<file path="config.mk">
export PLATFORM = sky130hd
export DESIGN_NAME = pipeline_hazard_ctrl
export DESIGN_NICKNAME = d
export VERILOG_FILES = /design/src/rtl/pipeline_hazard_ctrl.sv
export SDC_FILE = /design/constraint.sdc
export NUM_CORES = 1
export LEC_CHECK = 0
export ABC_CLOCK_PERIOD_IN_PS = 3500
export BUFFER_PORTS_ARGS = -buffer_cell sky130_fd_sc_hd__buf_2
export CAP_MARGIN = 30
export CORE_ASPECT_RATIO = 1.4
export CORE_MARGIN = 5
export CORE_UTILIZATION = 45
export CTS_CLUSTER_DIAMETER = 60
export DETAILED_ROUTE_END_ITERATION = 8
export GPL_ROUTABILITY_DRIVEN = 1
export PLACE_DENSITY = 0.77
export SLEW_MARGIN = 15
export SYNTH_ARGS = -nofsm -noshare
export SYNTH_HDL_FRONTEND = slang
export SYNTH_SLANG_ARGS = --single-unit
</file>
<file path="constraint.sdc">
create_clock -name i_clk -period 3.5 [get_ports i_clk]
set_input_delay 0.7 -clock i_clk [delete_from_list [all_inputs] [get_ports i_clk]]
set_output_delay 0.7 -clock i_clk [all_outputs]
set_load 0.02 [all_outputs]
</file>
<file path="src/rtl/pipeline_hazard_ctrl.sv">
// Hazard controller for a 5-stage pipeline with branch resolution in ID and
// a multi-cycle mul/div unit in EX. Produces forwarding selects for EX and
// for the ID branch comparator. Produces stall/flush controls for load-use,
// branch-compare and mul/div-busy hazards. Also tracks a saturating count of
// stalled cycles.
//
// Mul/div sequencer states:
//   state   | meaning
//   --------+---------------------------------------------------------------
//   ST_IDLE | unit free; a start that is not squashed by flush_E launches it
//   ST_BUSY | operation in flight; cnt counts down to 0 on the final cycle
module pipeline_hazard_ctrl #(
  parameter int REG_AW = 5,
  parameter int MD_LAT = 4,
  parameter int CNT_W  = 16
) (
  input  logic              i_clk,
  input  logic              i_rst_n,
  input  logic [REG_AW-1:0] i_rs_D,
  input  logic [REG_AW-1:0] i_rt_D,
  input  logic              i_branch_D,
  input  logic              i_pc_src_D,
  input  logic              i_md_use_D,
  input  logic [REG_AW-1:0] i_rs_E,
  input  logic [REG_AW-1:0] i_rt_E,
  input  logic [REG_AW-1:0] i_write_reg_E,
  input  logic              i_reg_write_E,
  input  logic              i_mem_to_reg_E,
  input  logic              i_md_start_E,
  input  logic [REG_AW-1:0] i_write_reg_M,
  input  logic              i_reg_write_M,
  input  logic              i_mem_to_reg_M,
  input  logic [REG_AW-1:0] i_write_reg_W,
  input  logic              i_reg_write_W,
  output logic [1:0]        o_forward_a_E,
  output logic [1:0]        o_forward_b_E,
  output logic              o_forward_a_D,
  output logic              o_forward_b_D,
  output logic              o_stall_F,
  output logic              o_stall_D,
  output logic              o_flush_D,
  output logic              o_flush_E,
  output logic              o_md_busy,
  output logic              o_md_done,
  output logic [CNT_W-1:0]  o_stall_cnt
);

  localparam int                MD_CW   = $clog2(MD_LAT);
  localparam logic [MD_CW-1:0]  MD_LOAD = MD_CW'(MD_LAT - 1);
  localparam logic [1:0]        FWD_RF  = 2'b00;
  localparam logic [1:0]        FWD_MEM = 2'b10;
  localparam logic [1:0]        FWD_WB  = 2'b01;

  typedef enum logic {
    ST_IDLE = 1'b0,
    ST_BUSY = 1'b1
  } md_state_t;

  md_state_t        r_md_state;
  logic [MD_CW-1:0] r_md_cnt;
  logic             r_md_busy;
  logic             r_md_done;
  logic [CNT_W-1:0] r_stall_cnt;

  logic [1:0] w_fwd_a_E;
  logic [1:0] w_fwd_b_E;
  logic       w_fwd_a_D;
  logic       w_fwd_b_D;
  logic       w_lw_stall;
  logic       w_br_stall;
  logic       w_md_stall;
  logic       w_stall;
  logic       w_flush_D;

  // Register 0 is hard-wired zero, so a write to it never creates a dependency.
  function automatic logic f_match(input logic [REG_AW-1:0] a,
                                   input logic [REG_AW-1:0] b);
    return (a == b) && (a != '0);
  endfunction

  // EX-stage operand forwarding; the younger MEM result takes priority over WB.
  always_comb begin
    w_fwd_a_E = FWD_RF;
    w_fwd_b_E = FWD_RF;
    if (i_reg_write_M && f_match(i_write_reg_M, i_rs_E)) begin
      w_fwd_a_E = FWD_MEM;
    end else if (i_reg_write_W && f_match(i_write_reg_W, i_rs_E)) begin
      w_fwd_a_E = FWD_WB;
    end
    if (i_reg_write_M && f_match(i_write_reg_M, i_rt_E)) begin
      w_fwd_b_E = FWD_MEM;
    end else if (i_reg_write_W && f_match(i_write_reg_W, i_rt_E)) begin
      w_fwd_b_E = FWD_WB;
    end
  end

  // Branch comparator in ID can only take an ALU result already sitting in MEM.
  always_comb begin
    w_fwd_a_D = i_reg_write_M && f_match(i_write_reg_M, i_rs_D);
    w_fwd_b_D = i_reg_write_M && f_match(i_write_reg_M, i_rt_D);
  end

  // Stall sources: load-use, branch operands not yet available, mul/div busy.
  always_comb begin
    w_lw_stall = i_mem_to_reg_E &&
                 (f_match(i_write_reg_E, i_rs_D) || f_match(i_write_reg_E, i_rt_D));
    w_br_stall = i_branch_D &&
                 ((i_reg_write_E &&
                   (f_match(i_write_reg_E, i_rs_D) || f_match(i_write_reg_E, i_rt_D))) ||
                  (i_mem_to_reg_M &&
                   (f_match(i_write_reg_M, i_rs_D) || f_match(i_write_reg_M, i_rt_D))));
    // The result is not readable until the cycle after md_done, so the done
    // cycle still stalls a dependent instruction.
    w_md_stall = r_md_busy && i_md_use_D;
    w_stall    = w_lw_stall || w_br_stall || w_md_stall;
    // A redirect seen while ID is frozen is dropped; the branch is still in ID
    // and re-resolves once the stall clears.
    w_flush_D  = i_pc_src_D && !w_stall;
  end

  // Mul/div sequencer: busy for exactly MD_LAT cycles, done flags the last one.
  always_ff @(posedge i_clk or negedge i_rst_n) begin
    if (!i_rst_n) begin
      r_md_state <= ST_IDLE;
      r_md_cnt   <= '0;
      r_md_busy  <= 1'b0;
      r_md_done  <= 1'b0;
    end else begin
      case (r_md_state)
        ST_IDLE: begin
          // A start squashed into a bubble by flush_E never reaches the unit.
          if (i_md_start_E && !w_stall) begin
            r_md_state <= ST_BUSY;
            r_md_cnt   <= MD_LOAD;
            r_md_busy  <= 1'b1;
            r_md_done  <= (MD_LOAD == '0);
          end
        end
        ST_BUSY: begin
          // Starts arriving while busy (including the done cycle) are dropped.
          if (r_md_cnt == '0) begin
            r_md_state <= ST_IDLE;
            r_md_busy  <= 1'b0;
            r_md_done  <= 1'b0;
          end else begin
            r_md_cnt  <= r_md_cnt - MD_CW'(1);
            r_md_done <= (r_md_cnt == MD_CW'(1));
          end
        end
        default: begin
          r_md_state <= ST_IDLE;
          r_md_cnt   <= '0;
          r_md_busy  <= 1'b0;
          r_md_done  <= 1'b0;
        end
      endcase
    end
  end

  // Performance counter of stalled fetch cycles, sticks at all-ones.
  always_ff @(posedge i_clk or negedge i_rst_n) begin
    if (!i_rst_n) begin
      r_stall_cnt <= '0;
    end else if (w_stall && (r_stall_cnt != '1)) begin
      r_stall_cnt <= r_stall_cnt + CNT_W'(1);
    end
  end

  assign o_forward_a_E = w_fwd_a_E;
  assign o_forward_b_E = w_fwd_b_E;
  assign o_forward_a_D = w_fwd_a_D;
  assign o_forward_b_D = w_fwd_b_D;
  assign o_stall_F     = w_stall;
  assign o_stall_D     = w_stall;
  assign o_flush_E     = w_stall;
  assign o_flush_D     = w_flush_D;
  assign o_md_busy     = r_md_busy;
  assign o_md_done     = r_md_done;
  assign o_stall_cnt   = r_stall_cnt;

endmodule

</file>
==> impl_metrics.toml <==
[status]
status = "finished, final reports clean"

[logic_synthesis]
syn_area_mm2 = 0.00161
ys_seq_area_share_pct = 32.6
yosysWarnings = 0
syn-num-nets = 228
yosysTopAreaCell = "dfrtp_1"
synth_simple_gate_area_share_pct = 23.8
synth_top_family_by_area = "XOR/XNOR gates"
yosysMostFrequentCell = "xor2_1"
synthTopCellsByCount = "33 x xor2_1, 22 x xnor2_1, 21 x dfrtp_1, 16 x nand2_1, 14 x nor2_1"
synth-seq-cells = 21
synth_compound_area_share_pct = 5.82
netlist_top_cells_area = "dfrtp_1 33%, xor2_1 18%, xnor2_1 12%"
synth-main-ff-cell = "dfrtp_1"
async_reset_ff_share_pct = 100
synth_xor_area_share_pct = 29.9
synth_top_area_share_pct = 32.6
syn_area_per_cell_um2 = 9.00
synth.distinct_cells = 33
synth-edff-count = 0
syn_inst = 179
muxShareOfSynthArea_pct = 0.699
synthAdderAreaFrac_pct = 2.33

[clocking]
cts_htree_levels = 1
postCtsSetupBuffers = 0
cts_max_path_buffers = 2
post_cts_resized = 0
cts_hold_buf = 0
clk_latency_ps = 260
numCtsBuffers = 3
clkTransAtPathRegs_ps = 80
clockRootBuffer = "clkbuf_8"
tritoncts = "yes"
clkSinkCount = 21

[worst_setup_path]
crit_fanout = 5
reg2reg_depth = 7
arrival_ps = 2030
crit_required_ps = 2800
r2r_slack_ps = 1150
end_kind = "output pin"
startpoint = "i_write_reg_M[1]"
worstReg2RegEnd = "o_stall_cnt[1]"
r2r_start = "o_stall_cnt[0]"
worstSetupPathType = "in2out"
start_kind = "primary input"

[sta]
relSlewSlack_pct = 57.6
final.setup_skew_ps = 4.44
period_share_pct = 78.1
setup_viol = 0
finalMaxSlewViolations = 0
rsz0062_at_grt = "false"
hold_violations = 0
max_freq_ghz = 0.366
worstMarginPinSlew_ps = 635
finalSetupTns_ps = 0
fin_crit_ps = 2730

[floorplan]
rows = 25
die_w_um = 60.6
initial_core_util_pct = 47.3
coreArea_mm2 = 0.00341
fp.dieArea_mm2 = 0.00489
io_pins = 74
die_h_um = 80.8

[placement]
port-buffer-count = 73
gp_congestion = 0.929
hpwl_um = 3480

[route]
vias_per_cell = 5.27
drt_iter0_drc = 25
dr_total_vias = 1517
drc = 0
routed_wl_um = 4090
drt-wirelength-per-cell_um = 14.2
ant_nets = 0
first_pass_iters = 4

[grt]
track_usage_pct = 17.3
first_global_vias = 1500
grt_overflow = 0
grt_pass1_wl_um = 6470
grt_max_degree = 22
antenna_found_initial = 0

[power_and_ir_drop]
power_frac_seq_pct = 39.1
p_int_uw = 575
power_uw = 991
p_switching_uw = 416
p_sw_share_pct = 42.0
powerDensity_mw_per_mm2 = 491
p_clk_share_pct = 16.1
cellLeakagePower_nw = 1.03
power_frac_comb_pct = 44.9
irDropWorstVdd_mv = 0.373

[run]
cap_violations = 0

[final_layout]
antenna-diode-count = 0
final_layout_size_suffix_gt1_share_pct = 34.3
fin_nets = 298
area_growth_pct = 25.2

[hold_path]
hold_path.class = "in2async"
[cells by family (layout without fill, tap and decap cells)]
group,after synthesis,in the layout
buf+inv,13,82
flops,21,21
mux,1,1
fa+ha+maj,3,3
compound gates,14,14
simple gates,72,72
xor+xnor,55,55
[stage by stage]
step           worst slack, ps  cell area (um^2)  std cells  util (%)  hold slack, ps
6_report                   768              2020        288      59.2             382
5_1_grt                    654              2020        288      59.2             419
4_1_cts                    745              2020        288      59.2             396
3_5_place_dp               757              1970        284      57.8             478
3_3_place_gp               769              1970        284      57.8             476
2_1_floorplan              614              1610        179         -             404
[cell type report]
| class | instances | area, um^2 |
|---|---|---|
| fillers | 321 | 1390 |
| multi-input cells | 145 | 1010 |
| flip-flops and latches | 21 | 526 |
| repair buffers | 74 | 373 |
| well taps | 40 | 50.0 |
| clock buffers | 4 | 45.0 |
| inverters | 4 | 15.0 |
[critical path, stage by stage]
cell and delay [ps]:
buf_2 140, xor2_1 160, nor3_1 190, nand3_1 150, a21oi_1 160, a221oi_1 70
buf_4 160, and2_1 140, buf_2 150
[how the worst max path moves through the flow]
stage / end / depth (start not counted) / slack (ps)
5_1_grt: o_flush_D / 9 / 650
3_5_place_dp: o_flush_D / 9 / 760
2_1_floorplan: o_forward_b_E[0] / 6 / 610
6_report: o_flush_D / 9 / 770
3_3_place_gp: o_flush_D / 9 / 770
4_1_cts: o_flush_D / 9 / 740
[flip-flops by register name, indices dropped and copies added, names as in the netlist]
register,flops
o_md_busy,1
o_md_done,1
o_stall_cnt,16
r_md_cnt,2
r_md_state,1
[metal layers]
metal  wire (um)  global-route usage (%)
met2        2180                    32.5
met3         364                    3.34
met4         109                    7.81
met5           0                       0
met1        1430                    17.5
[power groups by stage]
stage | clock network [mW] | registers (mW) | logic [mW]
finish | 0.159 | 0.387 | 0.444
global route | 0.171 | 0.403 | 0.491
CTS | 0.163 | 0.388 | 0.452
detailed placement | 0 | 0.392 | 0.451
global placement | 0 | 0.390 | 0.441
floorplan | 0 | 0.447 | 0.248
[layout by cell type, fill, tap and decap left out]
cell type / count
dfrtp_1: 21
nor2_2: 1
a211oi_2: 1
nand4_1: 3
xor2_1: 33
ha_1: 3
nand3_2: 1
nand3_1: 12
and3_1: 1
clkbuf_8: 3
o22ai_1: 1
o2bb2ai_1: 1
nand2_1: 16
and4_1: 2
clkbuf_1: 1
nor2b_1: 1
nor3_2: 3
nor4_1: 4
a21bo_2: 1
and2_1: 1
mux2_1: 1
a221oi_1: 1
nor2_1: 14
or4_1: 3
inv_1: 4
buf_2: 73
xnor2_1: 22
o21ai_0: 4
nor3_1: 8
a22oi_1: 1
buf_4: 1
nor4_2: 1
and4b_1: 1
a21oi_1: 4
No activity file was read; power rests on OpenSTA's default activity.
